===== src/rtl/jk_bank_arbiter.sv =====
// jk_bank_arbiter: a bank of JK flip-flops shared by two requesters.
// A round-robin arbiter grants one command at a time. The granted command
// executes in a single EXEC cycle. The winner then gets a one-cycle ack.
module jk_bank_arbiter #(
  parameter int N_BITS = 4,
  parameter int ADDR_W = 2
) (
  input  logic              clk,
  input  logic              rst,
  input  logic              req0,
  input  logic [1:0]        cmd0,
  input  logic [ADDR_W-1:0] addr0,
  output logic              ack0,
  input  logic              req1,
  input  logic [1:0]        cmd1,
  input  logic [ADDR_W-1:0] addr1,
  output logic              ack1,
  output logic [N_BITS-1:0] Q,
  output logic [N_BITS-1:0] Q_bar,
  output logic              busy,
  output logic [7:0]        change_cnt
);

  typedef enum logic {IDLE, EXEC} state_t;

  localparam logic [1:0] CMD_HOLD   = 2'b00;
  localparam logic [1:0] CMD_RESET  = 2'b01;
  localparam logic [1:0] CMD_SET    = 2'b10;
  localparam logic [1:0] CMD_TOGGLE = 2'b11;

  state_t            state, next_state;
  logic              win_q;       // 0: requester 0 owns the latched command
  logic              last_grant;  // requester granted most recently
  logic [1:0]        cmd_q;
  logic [ADDR_W-1:0] addr_q;

  logic elig0, elig1, grant_valid, grant_sel;
  logic cur_bit, new_bit;

  // Arbitration and next-state selection.
  // A requester whose ack is high this cycle is not eligible, so it cannot be re-granted.
  always_comb begin
    // NOTE: every combinational output gets a default first, so no path leaves one unassigned and no latch is inferred.
    next_state  = state;
    elig0       = req0 & ~ack0;
    elig1       = req1 & ~ack1;
    grant_valid = elig0 | elig1;
    grant_sel   = 1'b0;
    if (elig0 && elig1) grant_sel = ~last_grant;
    else                grant_sel = elig1;
    case (state)
      IDLE: if (grant_valid) next_state = EXEC;
      EXEC: next_state = IDLE;
      default: next_state = IDLE;
    endcase
  end

  // JK rule applied to the addressed bit, using the latched command.
  always_comb begin
    cur_bit = Q[addr_q];
    new_bit = cur_bit;
    case (cmd_q)
      CMD_HOLD:   new_bit = cur_bit;
      CMD_RESET:  new_bit = 1'b0;
      CMD_SET:    new_bit = 1'b1;
      CMD_TOGGLE: new_bit = ~cur_bit;
      default:    new_bit = cur_bit;
    endcase
  end

  // State register.
  always_ff @(posedge clk or posedge rst) begin
    // NOTE: sequential state uses non-blocking assignments so all registers update together on the edge.
    if (rst) state <= IDLE;
    else     state <= next_state;
  end

  // Grant latch, bank update, ack pulse and change counter.
  always_ff @(posedge clk or posedge rst) begin
    if (rst) begin
      win_q      <= 1'b0;
      last_grant <= 1'b1;
      cmd_q      <= CMD_HOLD;
      addr_q     <= '0;
      ack0       <= 1'b0;
      ack1       <= 1'b0;
      Q          <= '0;
      change_cnt <= '0;
    end else begin
      ack0 <= 1'b0;
      ack1 <= 1'b0;
      if (state == IDLE && grant_valid) begin
        win_q      <= grant_sel;
        last_grant <= grant_sel;
        cmd_q      <= grant_sel ? cmd1  : cmd0;
        addr_q     <= grant_sel ? addr1 : addr0;
      end
      if (state == EXEC) begin
        Q[addr_q] <= new_bit;
        ack0      <= ~win_q;
        ack1      <= win_q;
        if (new_bit != cur_bit && change_cnt != 8'hFF)
          change_cnt <= change_cnt + 8'd1;
      end
    end
  end

  assign busy  = (state == EXEC);
  assign Q_bar = ~Q;

endmodule


===== config.mk =====
export PLATFORM = sky130hd
export DESIGN_NAME = jk_bank_arbiter
export DESIGN_NICKNAME = d
export VERILOG_FILES = /design/src/rtl/jk_bank_arbiter.sv
export SDC_FILE = /design/constraint.sdc
export NUM_CORES = 1
export LEC_CHECK = 0
export BUFFER_PORTS_ARGS = -buffer_cell sky130_fd_sc_hd__buf_4
export CAP_MARGIN = 20
export CORE_ASPECT_RATIO = 1.4
export CORE_MARGIN = 1.5
export CORE_UTILIZATION = 52
export DETAILED_ROUTE_END_ITERATION = 7
export PLACE_DENSITY = 0.82
export SYNTH_ARGS = -nofsm -noshare
export SYNTH_HDL_FRONTEND = slang
export SYNTH_SLANG_ARGS = --single-unit
export TNS_END_PERCENT = 5

===== constraint.sdc =====
create_clock -name clk -period 5.1 [get_ports clk]
set_input_delay 0.765 -clock clk [delete_from_list [all_inputs] [get_ports clk]]
set_output_delay 0.765 -clock clk [all_outputs]
set_load 0.01 [all_outputs]

# Word level (Yosys, flattened, before mapping)
# Cells that the tools add are included.
# word_totals
reg_bits,21
input_bits,12
output_inout_bits,19
# classes
n_addsub,1
order_cmp,2
eq_ne,5
muxes,13
bitwise_logic,10
reduce_logical,6
# ops
cell,n
adder 8 x 1 -> 8 bit (second input constant),1
inequality test 8 bit (second input constant),1
2-to-1 mux 1 bit,6
NOT 1 bit,6
bitwise mux 4 bit,1
equality test 2 bit (second input constant),2
logical AND 1 bit,4
2-to-1 mux 2 bit,2
NOT 4 bit,1
one-hot mux 1 bit (4 select lines),1
less-than comparator 2 x 3 -> 1 bit (second input constant),1
AND 1 bit,2
binary-select mux 1 bit (select 2 bit),1
demux 1 bit (select 2 bit),1
equality test 2 x 1 -> 1 bit (second input constant),1
greater-or-equal comparator 2 x 1 -> 1 bit (second input constant),1
zero test 2 bit,1
one-hot mux 1 bit (2 select lines),1
AND reduction 2 bit,1
inequality test 1 bit,1
OR 1 bit,1

# Longest topological paths before layout
# logic_depth
ltp_word,7
depth_mapped,5
depth_no_buf,5

# Worst setup path after synthesis
# OpenSTA, ideal clock, no wires.
# synth_timing
kind,register to register
from,register addr_q[0]
to,register change_cnt[1]
setup_time_ns,0.125
t_arrival_ns,1.672
path_slack_ns,3.303
path_stages_with_launch,5
synth_period_minus_slack_ns,1.797
path_cell_list,dfrtp_1 mux4_2 mux2i_2 nor2_2 mux2_4
# synth_between
elab_chain_len,7
# synth_lines
item,line_no,source
"start, declared",35,logic [ADDR_W-1:0] addr_q;
"start signal, assigned",96,addr_q <= grant_sel ? addr1 : addr0;
binary-select mux 1 bit (select 2 bit) (*),60,cur_bit = Q[addr_q];
2-to-1 mux 1 bit (not written as such) (*),60,
NOT 1 bit,66,CMD_TOGGLE: new_bit = ~cur_bit;
one-hot mux 1 bit (4 select lines),62,case (cmd_q)
inequality test 1 bit (*),102,if (new_bit != cur_bit && change_cnt != 8'hFF)
logical AND 1 bit (*),102,
AND reduction 2 bit (no source line) (*),--,
"end signal, assigned",103,change_cnt <= change_cnt + 8'd1;
"end, declared",21,output logic [7:0] change_cnt
# Every way passes the cells marked *; elsewhere a longest branch is shown, timed or not. The select of a mux whose other input is x is not followed.
# A chain may end at the register's enable or synchronous reset.

# Worst setup path after layout
# Ends and elaborated chain as after synthesis.

==> results.py <==
metrics = {
    "run_status": {
        "status": "finished, final reports clean",
    },
    "setup_path": {
        "worst_setup_path_end_kind": "flip-flop",
        "critical_path_arrival_ns": 2.18,
        "crit_required_ns": 5.29,
        "start_kind": "flip-flop",
        "startpoint": "addr_q[0]",
        "crit_type": "flip-flop to flip-flop",
        "timing.rr.start": "addr_q[0]",
        "cp_max_fo": 7,
    },
    "hold_path": {
        "holdCritStartpoint": "win_q",
        "hp-class": "flip-flop to flip-flop",
    },
    "yosys": {
        "synth-seq-cells": 21,
        "avgSynthCellArea_um2": 10.8,
        "seq_area_frac_synth_pct": 54.0,
        "yosys_warnings": 0,
        "ys_top_cells_by_area": "dfrtp_1, xor2_1, mux2i_1",
        "yosys.cell_count.top_type": "dfrtp_1",
        "ys_async_sr_fraction_pct": 100,
        "synth_cells": 90,
        "synth_edf_count": 0,
        "ys.flop_type": "dfrtp_1",
        "synth_common_cells": "dfrtp_1, inv_1, xor2_1, nand2_1",
        "synth_area_um2": 976,
        "synth_top_cell_by_area": "dfrtp_1",
        "post-synth-top-area-fraction_pct": 51.3,
        "synth_cell_types": 29,
        "synth_fp_nets": 103,
    },
    "floorplanning": {
        "io_pins": 31,
        "fp.dieH_um": 54.3,
        "rows": 18,
        "die_area_mm2": 0.00215,
        "die-width_um": 39.6,
        "initial_utilization_pct": 55.6,
        "core_area_mm2": 0.00176,
    },
    "final_layout": {
        "antenna_cells": 0,
        "area_growth_pct": 27.7,
        "fillers": 145,
        "drive_gt1_share_pct": 33.6,
        "layout.nets": 136,
        "final_area_mm2": 0.00125,
    },
    "route": {
        "vias_per_cell": 5.46,
        "antenna_left": 0,
        "vias": 775,
        "drc_errors": 0,
        "first_pass_iters": 3,
        "routedWlPerCell_um": 13.5,
        "drt_iter0_markers": 4,
        "detail_route.wirelength_um": 1910,
    },
    "flow_run": {
        "maxCapViolCount": 0,
    },
    "timing": {
        "drv_slew": 0,
        "skew_ns": 0.00383,
        "period_share_pct": 39.0,
        "final-setup-viol-count": 0,
        "setup_tns_ns": 0,
        "post-route-min-period_ns": 1.99,
        "finalHoldViolCount": 0,
        "maxSlewHeadroom_pct": 46.9,
        "rsz0062_at_grt": "false",
        "tightest_slew_ns": 0.796,
        "max_clock_freq_ghz": 0.503,
    },
    "grt": {
        "grt_usage_pct": 20.2,
        "grt-ovfl-total": 0,
        "grt_antenna_before_repair": 0,
        "grt_pass1_wl_um": 2900,
        "grt_start_max_net_pins": 22,
        "first_global_vias": 687,
    },
    "power_and_ir_drop": {
        "p_per_area_mw_per_mm2": 614,
        "ir_drop_mv": 0.358,
        "leakagePower_nw": 0.637,
    },
    "clock_tree": {
        "numClockSinks": 21,
        "htree_levels": 1,
        "clk_pin_slew_ns": 0.12,
        "cts_root_buf": "clkbuf_4",
        "post-cts-setup-buffers": 0,
        "cts_tree": "built",
        "clock_latency_ns": 0.30,
        "cts_hold_buffers": 0,
        "cts_resized": 0,
        "cts_made_buffers": 3,
        "cts.path.max_buffers": 2,
    },
    "place": {
        "dpl.hpwl_um": 1460,
        "placed_area_mm2": 0.00122,
        "place_congestion": 0.702,
        "io_buffers": 30,
    },
}
-- state kept, by name, indices dropped and copies added, names as in the netlist --
| name | cells |
|---|---|
| change_cnt | 8 |
| cmd_q | 2 |
| win_q | 1 |
| ack1 | 1 |
| busy | 1 |
| ack0 | 1 |
| Q | 4 |
| last_grant | 1 |
| addr_q | 2 |
-- metrics by stage --
stage / power [W] / cells / util [%] / setup slack [ns] / hold WS [ns]
after global routing: 0.000828 / 142 / 70.9 / 3.03 / 0.486
after CTS: 0.000774 / 142 / 70.9 / 3.11 / 0.455
after floorplan: 0.000541 / 90 / - / 3.30 / 0.416
final: 0.000765 / 142 / 70.9 / 3.11 / 0.458
after detailed placement: 0.000694 / 138 / 69.4 / 3.14 / 0.437
after global placement: 0.000677 / 138 / 69.4 / 3.18 / 0.434
-- report_power, final --
group	internal, W	total (W)	switching [W]
logic	0.000186	0.000365	0.000178
registers	0.000242	0.000322	0.0000801
clock network	0.0000292	0.0000788	0.0000496
-- critical path, stage by stage, from the launching register on --
cell and delay (ns):
dfrtp_1 0.48, mux4_2 0.58, mux2i_2 0.40, nor2_2 0.11
mux2_4 0.31
-- cell families (layout without fill, tap and decap cells) --
kind of cell    Yosys count  in the layout  share of synthesized area, %
flops                    21             21                          54.0
compound gates           13             13                          7.18
mux                       8              8                          10.4
buf+inv                  10             42                          3.85
xor+xnor                  7              7                          6.28
simple gates             30             30                          17.1
fa+ha+maj                 1              1                          1.28
-- final timing paths --
path                                       to  slack [ns]  cells past startpoint
worst max-delay path            change_cnt[1]        3.11                      4
worst min-delay path                     ack0        0.46                      1
worst max register to register  change_cnt[1]        3.11                      4
worst min register to register           ack0        0.46                      1
max in group asynchronous                Q[3]        4.00                      2
min in group asynchronous       change_cnt[4]        0.60                      2
-- layer usage --
| metal | GRT usage (%) | part of all wire (%) | vias to the layer above |
|---|---|---|---|
| met5 | 0 | 0 | - |
| met4 | 10.3 | 0.68 | 0 |
| met3 | 2.85 | 4.3 | 2 |
| met2 | 35.8 | 56 | 20 |
| met1 | 22.6 | 39 | 383 |
| li1 | - | - | 370 |
-- layout by cell type, fill, tap and decap left out, types with 2 or more instances in the layout --
master and n:
a21oi_1 5, buf_4 30, clkbuf_4 3, dfrtp_1 20
inv_1 8, mux2i_1 5, nand2_1 6, nand2b_1 2
nand3_1 4, nor2_1 5, nor3b_1 2, nor4_1 2
nor4b_1 2, o21ai_0 4, o22ai_1 2, xor2_1 7
-- cell type report --
type	instances	area (µm²)	area share (%)
Timing Repair Buffer	30	225	18.1
Sequential cell	21	527	42.3
Tap cell	20	25.0	2.01
Multi-Input combinational cell	59	412	33.0
Inverter	8	30.0	2.41
Clock inverter	1	5.00	0.402
Clock buffer	3	22.5	1.81
Power figures use the tool's default switching activity.
